==> src/rtl/trafficlight_pkg.sv <==
// Shared types and lamp colour constants for the intersection controller.
package trafficlight_pkg;

  // Phase encoding; PH_FLASH is only reachable when NIGHT_FLASH_EN is defined.
  typedef enum logic [1:0] {
    PH_GREEN  = 2'd0,
    PH_YELLOW = 2'd1,
    PH_CLEAR  = 2'd2,
    PH_FLASH  = 2'd3
  } phase_e;

  // Lamp colours, bit order {r,g,b}.
  localparam logic [2:0] RGB_RED    = 3'b100;
  localparam logic [2:0] RGB_YELLOW = 3'b110;
  localparam logic [2:0] RGB_GREEN  = 3'b010;
  localparam logic [2:0] RGB_OFF    = 3'b000;

endpackage

==> src/rtl/tick_prescaler.sv <==
// Free-running prescaler: emits a one-cycle strobe every DIV clock cycles.
// The first strobe arrives DIV cycles after reset release.
module tick_prescaler #(
  parameter int DIV = 12000000
) (
  input  logic clk,
  input  logic resn,
  output logic tick
);

  localparam int            CW   = (DIV > 1) ? $clog2(DIV) : 1;
  localparam logic [CW-1:0] LAST = CW'(DIV - 1);

  logic [CW-1:0] r_cnt;

  // Count 0..DIV-1 and wrap; never restarted by anything but reset.
  always_ff @(posedge clk or negedge resn) begin
    if (!resn) begin
      r_cnt <= '0;
    end else if (r_cnt == LAST) begin
      r_cnt <= '0;
    end else begin
      r_cnt <= r_cnt + CW'(1);
    end
  end

  // Strobe is decoded from the registered count, so it is low in reset.
  assign tick = (r_cnt == LAST);

endmodule

==> src/rtl/intersection_ctrl.sv <==
// Multi-approach traffic-light controller: round-robin green/yellow/all-red
// with latched demand buttons that cut the current green to its minimum.
// Optional night flashing mode is enabled by defining NIGHT_FLASH_EN, which
// adds the 'night' input and the PH_FLASH phase.
// The FSM state is visible on the 'phase' and 'active_dir' outputs.
module intersection_ctrl
  import trafficlight_pkg::*;
#(
  parameter int NUM_DIR     = 2,
  parameter int TICK_DIV    = 12000000,
  parameter int T_GREEN     = 8,
  parameter int T_MIN_GREEN = 2,
  parameter int T_YELLOW    = 2,
  parameter int T_CLEAR     = 1
) (
  input  logic                       clk,
  input  logic                       resn,
  input  logic [NUM_DIR-1:0]         btn,
`ifdef NIGHT_FLASH_EN
  input  logic                       night,
`endif
  output logic [3*NUM_DIR-1:0]       rgb,
  output logic [$clog2(NUM_DIR)-1:0] active_dir,
  output phase_e                     phase,
  output logic                       tick
);

  localparam int DW    = $clog2(NUM_DIR);
  localparam int T_MAX = (T_GREEN > T_YELLOW) ?
                         ((T_GREEN  > T_CLEAR) ? T_GREEN  : T_CLEAR) :
                         ((T_YELLOW > T_CLEAR) ? T_YELLOW : T_CLEAR);
  localparam int TW    = $clog2(T_MAX) + 1;
  localparam logic [DW-1:0] LAST_DIR = DW'(NUM_DIR - 1);

  logic                 w_tick;
  logic                 w_night;
  logic [NUM_DIR-1:0]   r_btn_s1, r_btn_s2, r_btn_d, r_pending;
  logic [NUM_DIR-1:0]   w_edge, w_set, w_clr, w_dir_mask, w_next_mask;
  logic                 w_other_pending;
  phase_e               r_phase, w_phase_n;
  logic [DW-1:0]        r_dir, w_dir_n;
  logic [TW-1:0]        r_timer, w_timer_n;
  logic [31:0]          w_e1;
  logic                 w_enter_green, w_clr_all;
  logic [3*NUM_DIR-1:0] r_rgb, w_rgb_n;

  tick_prescaler #(.DIV(TICK_DIV)) u_prescaler (
    .clk  (clk),
    .resn (resn),
    .tick (w_tick)
  );

`ifdef NIGHT_FLASH_EN
  logic r_night_s1, r_night_s2;

  // Two-flop synchroniser for the asynchronous night input.
  always_ff @(posedge clk or negedge resn) begin
    if (!resn) begin
      r_night_s1 <= 1'b0;
      r_night_s2 <= 1'b0;
    end else begin
      r_night_s1 <= night;
      r_night_s2 <= r_night_s1;
    end
  end

  assign w_night = r_night_s2;
`else
  assign w_night = 1'b0;
`endif

  // Two-flop synchroniser plus a delay flop for rising-edge detection.
  always_ff @(posedge clk or negedge resn) begin
    if (!resn) begin
      r_btn_s1 <= '0;
      r_btn_s2 <= '0;
      r_btn_d  <= '0;
    end else begin
      r_btn_s1 <= btn;
      r_btn_s2 <= r_btn_s1;
      r_btn_d  <= r_btn_s2;
    end
  end

  assign w_edge = r_btn_s2 & ~r_btn_d;
  assign w_e1   = 32'(r_timer) + 32'd1;

  // One-hot masks of the current and next owning direction.
  always_comb begin
    w_dir_mask  = '0;
    w_next_mask = '0;
    for (int i = 0; i < NUM_DIR; i++) begin
      w_dir_mask[i]  = (r_dir == DW'(i));
      w_next_mask[i] = (w_dir_n == DW'(i));
    end
  end

  // A press on the direction that is currently green carries no information.
  assign w_set           = w_edge & ~((r_phase == PH_GREEN) ? w_dir_mask : '0);
  assign w_other_pending = |(r_pending & ~w_dir_mask);
  assign w_clr           = w_clr_all     ? {NUM_DIR{1'b1}} :
                           w_enter_green ? w_next_mask     : '0;

  // Demand latch; clearing on green entry takes priority over a new press.
  always_ff @(posedge clk or negedge resn) begin
    if (!resn) begin
      r_pending <= '0;
    end else begin
      r_pending <= (r_pending | w_set) & ~w_clr;
    end
  end

  // Next-state logic; every transition is qualified by the prescaler tick.
  always_comb begin
    w_phase_n     = r_phase;
    w_dir_n       = r_dir;
    w_timer_n     = r_timer;
    w_enter_green = 1'b0;
    w_clr_all     = 1'b0;
    if (w_tick) begin
      w_timer_n = r_timer + TW'(1);
      if (w_night && (r_phase != PH_FLASH)) begin
        w_phase_n = PH_FLASH;
        w_timer_n = '0;
      end else begin
        case (r_phase)
          PH_GREEN: begin
            if ((w_e1 == 32'(T_GREEN)) ||
                ((w_e1 >= 32'(T_MIN_GREEN)) && w_other_pending)) begin
              w_phase_n = PH_YELLOW;
              w_timer_n = '0;
            end
          end
          PH_YELLOW: begin
            if (w_e1 == 32'(T_YELLOW)) begin
              w_phase_n = PH_CLEAR;
              w_timer_n = '0;
            end
          end
          PH_CLEAR: begin
            if (w_e1 == 32'(T_CLEAR)) begin
              w_phase_n     = PH_GREEN;
              w_timer_n     = '0;
              w_dir_n       = (r_dir == LAST_DIR) ? '0 : r_dir + DW'(1);
              w_enter_green = 1'b1;
            end
          end
          default: begin
            // Flashing: leave once night has dropped, restarting at all-red.
            if (!w_night) begin
              w_phase_n = PH_CLEAR;
              w_timer_n = '0;
              w_clr_all = 1'b1;
            end
          end
        endcase
      end
    end
  end

  // Lamp decode from next-state values so lamps register with the phase.
  always_comb begin
    w_rgb_n = '0;
    for (int i = 0; i < NUM_DIR; i++) begin
      w_rgb_n[3*i +: 3] = RGB_RED;
      if (w_phase_n == PH_FLASH) begin
        w_rgb_n[3*i +: 3] = w_timer_n[0] ? RGB_OFF : RGB_YELLOW;
      end else if (w_dir_n == DW'(i)) begin
        if (w_phase_n == PH_GREEN) begin
          w_rgb_n[3*i +: 3] = RGB_GREEN;
        end else if (w_phase_n == PH_YELLOW) begin
          w_rgb_n[3*i +: 3] = RGB_YELLOW;
        end
      end
    end
  end

  // State, timer and lamp registers; reset shows all-red ahead of dir 0.
  always_ff @(posedge clk or negedge resn) begin
    if (!resn) begin
      r_phase <= PH_CLEAR;
      r_dir   <= LAST_DIR;
      r_timer <= '0;
      r_rgb   <= {NUM_DIR{RGB_RED}};
    end else begin
      r_phase <= w_phase_n;
      r_dir   <= w_dir_n;
      r_timer <= w_timer_n;
      r_rgb   <= w_rgb_n;
    end
  end

  assign rgb        = r_rgb;
  assign active_dir = r_dir;
  assign phase      = r_phase;
  assign tick       = w_tick;

endmodule

==> config.mk <==
export PLATFORM = sky130hd
export DESIGN_NAME = intersection_ctrl
export DESIGN_NICKNAME = d
export VERILOG_FILES = /design/src/rtl/trafficlight_pkg.sv /design/src/rtl/tick_prescaler.sv /design/src/rtl/intersection_ctrl.sv
export SDC_FILE = /design/constraint.sdc
export NUM_CORES = 1
export LEC_CHECK = 0
export ABC_AREA = 1
export CORE_MARGIN = 3
export CORE_UTILIZATION = 40
export CTS_CLUSTER_SIZE = 24
export DETAILED_ROUTE_END_ITERATION = 7
export DONT_BUFFER_PORTS = 1
export PLACE_DENSITY = 0.54
export SETUP_SLACK_MARGIN = 0.5
export SLEW_MARGIN = 10
export SYNTH_ARGS = -nofsm -noshare
export SYNTH_HDL_FRONTEND = slang
export SYNTH_SLANG_ARGS = --single-unit
==> constraint.sdc <==
create_clock -name clk -period 2.5 [get_ports clk]
set_clock_uncertainty 0.05 [all_clocks]
set_input_delay 0.5 -clock clk [delete_from_list [all_inputs] [get_ports clk]]
set_output_delay 0.5 -clock clk [all_outputs]
set_load 0.03 [all_outputs]
==> results.json <==
{
  "clk_latency_ps": 300,
  "root_buffer": "clkbuf_8",
  "final_cells": 400,
  "fmax_ghz": 0.520,
  "pre_cts_slack_ps": 440,
  "synth_fa_ha_area_frac": 0.0256,
  "grt_max_degree": 44,
  "antenna_found_initial": 0,
  "cts_htree_levels": 2,
  "finalCoreUtilization": 0.500,
  "power.total_mw": 1.17,
  "syn_area_um2": 2440,
  "rsz0062_at_grt": "false",
  "netlist_instances": 304,
  "drive_above_1_share": 0.253,
  "viasPerCell": 4.85,
  "drt-total-wl_um": 5010,
  "fin_crit_sh": 0.768,
  "grt_pass1_wl_um": 8380,
  "synth-seq-cells": 43,
  "path_clk_slew_ps": 80,
  "dpl-instance-area_um2": 2510,
  "clock_sinks": 43,
  "overflow": 0,
  "wl_per_cell_um": 12.5,
  "ys_warn_count": 0,
  "fp.dieW_um": 84.1,
  "finalHoldViolations": 0,
  "outcome": "finished clean",
  "multi_input_area_um2": 1210,
  "die_y_um": 84.1,
  "die_area_um2": 7080,
  "required_ps": 1950,
  "start_util": 0.428,
  "vias": 1938,
  "dp_cells": 373,
  "stdcell_area_um2": 2860,
  "path_max_fanout": 8,
  "io_pins": 14,
  "criticalPathCategory": "reg2out",
  "grt.total_usage": 0.145,
  "cts_made_buffers": 5,
  "maxCapViolCount": 0,
  "portBuffers": 0,
  "hold_class": "in2reg",
  "arrival_ps": 1370,
  "synth_xor_area_frac": 0.0497,
  "ir_drop_mv": 0.268,
  "grt_pass1_vias": 1728,
  "start_kind": "flip-flop",
  "yosysSeqAreaShare": 0.443,
  "worstSetupEndpointType": "output port",
  "fillCellCount": 556,
  "synthDistinctLibCells": 36,
  "ff_latch_area_um2": 1090,
  "synth-simple-area-share": 0.345,
  "antennaDiodeCount": 0,
  "muxShareOfSynthArea": 0,
  "drtIter0Drc": 137,
  "fin_tns_setup_ps": 0,
  "fin_nets": 336,
  "synth_top_family_by_area": "simple AND/OR/NAND/NOR gates",
  "post-route-drc-count": 0,
  "area_delta_synth_final_pct": 16.9,
  "period_minus_slack_ps": 1920,
  "hpwl_um": 3660,
  "first_pass_iters": 4,
  "gp_congestion": 0.800,
  "avgSynthCellArea_um2": 8.03,
  "power.density_nw_per_um2": 409,
  "cts_buffer_depth": 2,
  "drtAntennaViolNets": 0,
  "core_um2": 5710,
  "setup_viol": 0,
  "hold_slack_ps": 177,
  "synth_compound_area_frac": 0.0497,
  "rows": 27,
  "cts_tree": "built",
  "p_leak_nw": 1.40,
  "finalWorstSetupSlack_ps": 579,
  "drv_slew": 0
}
[worst paths after layout]
| kind | from | endpoint | slack [ps] | cells past startpoint |
|---|---|---|---|---|
| worst max-delay path | u_prescaler.r_cnt[1] | tick | 580 | 5 |
| worst min-delay path | btn[0] | r_btn_s1[0] | 180 | 0 |
| worst max register to register | r_timer[1] | rgb[1] | 640 | 14 |
| worst min register to register | r_btn_s1[0] | r_btn_s2[0] | 300 | 0 |
| max in group asynchronous | resn | active_dir | 1490 | 2 |
| min in group asynchronous | resn | u_prescaler.r_cnt[17] | 630 | 2 |
[kinds of logic after synthesis]
logic type / after synthesis
fa+ha+maj: 5
xor+xnor: 13
compound gates: 20
other cells: 1
flops: 43
buf+inv: 53
simple gates: 169
[worst max-delay path: stages (launching register included)]
cell and delay, ps:
dfrtp_1 410, ha_4 170, nand3_4 90, nor2_4 160, nand3_4 130, clkinv_8 120
[layout by cell type (no fill, tap or decap), types with 4 or more instances in the layout]
cell	netlist	final
buf_4	2	16
clkbuf_8	0	5
dfrtp_1	39	29
dfrtp_2	0	10
dfstp_2	4	4
inv_1	44	43
inv_2	4	5
nand2_1	71	69
nand2_2	11	13
nand3_1	22	21
nand4_1	7	7
nor2_1	31	29
nor2_2	4	5
nor2_4	6	7
nor3_1	4	4
o21ai_0	6	6
xnor2_1	4	4
xor2_1	8	8
[state kept, by name (all words and copies together) (netlist names)]
signal	flops
r_btn_s2	2
r_btn_s1	2
phase	2
active_dir	1
r_pending	2
rgb	4
r_btn_d	2
u_prescaler.r_cnt	24
r_timer	4
[cell type report]
| type | count | area share |
|---|---|---|
| well taps | 72 | 0.0316 |
| repair buffers | 19 | 0.0622 |
| clock inverters | 3 | 0.00701 |
| inverters | 49 | 0.0688 |
| multi-input cells | 209 | 0.423 |
| flip-flops and latches | 43 | 0.383 |
| clock buffers | 5 | 0.0241 |
[routing by layer]
layer / track usage / share of wire / vias to the layer above
met5: 0 / 0 / -
met1: 0.219 / 0.51 / 898
met2: 0.210 / 0.44 / 37
met3: 0.0334 / 0.040 / 5
li1: - / - / 998
met4: 0.0351 / 0.010 / 0
[report_power, final]
part / internal (mW) / leakage [nW] / switching [mW]
combinational: 0.00577 / 0.826 / 0.0179
clock: 0.194 / 0.0402 / 0.248
sequential: 0.700 / 0.532 / 0.00161
[timing repair]
item | 4_1_cts | 5_1_grt
hold endpoints to repair | 43 | 0
hold buffers | 2 | 0
cloned | 0 | 0
buffers inserted | 2 | 15
pin swaps | 2 | 4
gates resized for setup | 3 | 24
setup endpoints to repair | 5 | 7
[cell usage after synthesis, drive strengths merged]
master | count | area (um^2)
nand2 | 83 | 347
nand3 | 27 | 175
conb | 1 | 3.75
buf | 4 | 25.0
a21boi | 1 | 7.51
a21oi | 3 | 15.0
or2 | 1 | 6.26
o21bai | 2 | 18.8
o21ai | 9 | 45.0
nor3b | 3 | 22.5
nor2 | 41 | 209
dfstp | 4 | 105
o22ai | 1 | 6.26
dfrtp | 39 | 976
xnor2 | 5 | 51.3
nor4 | 3 | 18.8
a31oi | 2 | 12.5
xor2 | 8 | 70.1
nand4 | 7 | 43.8
a311oi | 1 | 8.76
clkinv | 1 | 5.00
ha | 5 | 62.6
inv | 48 | 180
nor3 | 4 | 20.0
a211oi | 1 | 7.51
No activity file was read; power rests on OpenSTA's default activity.
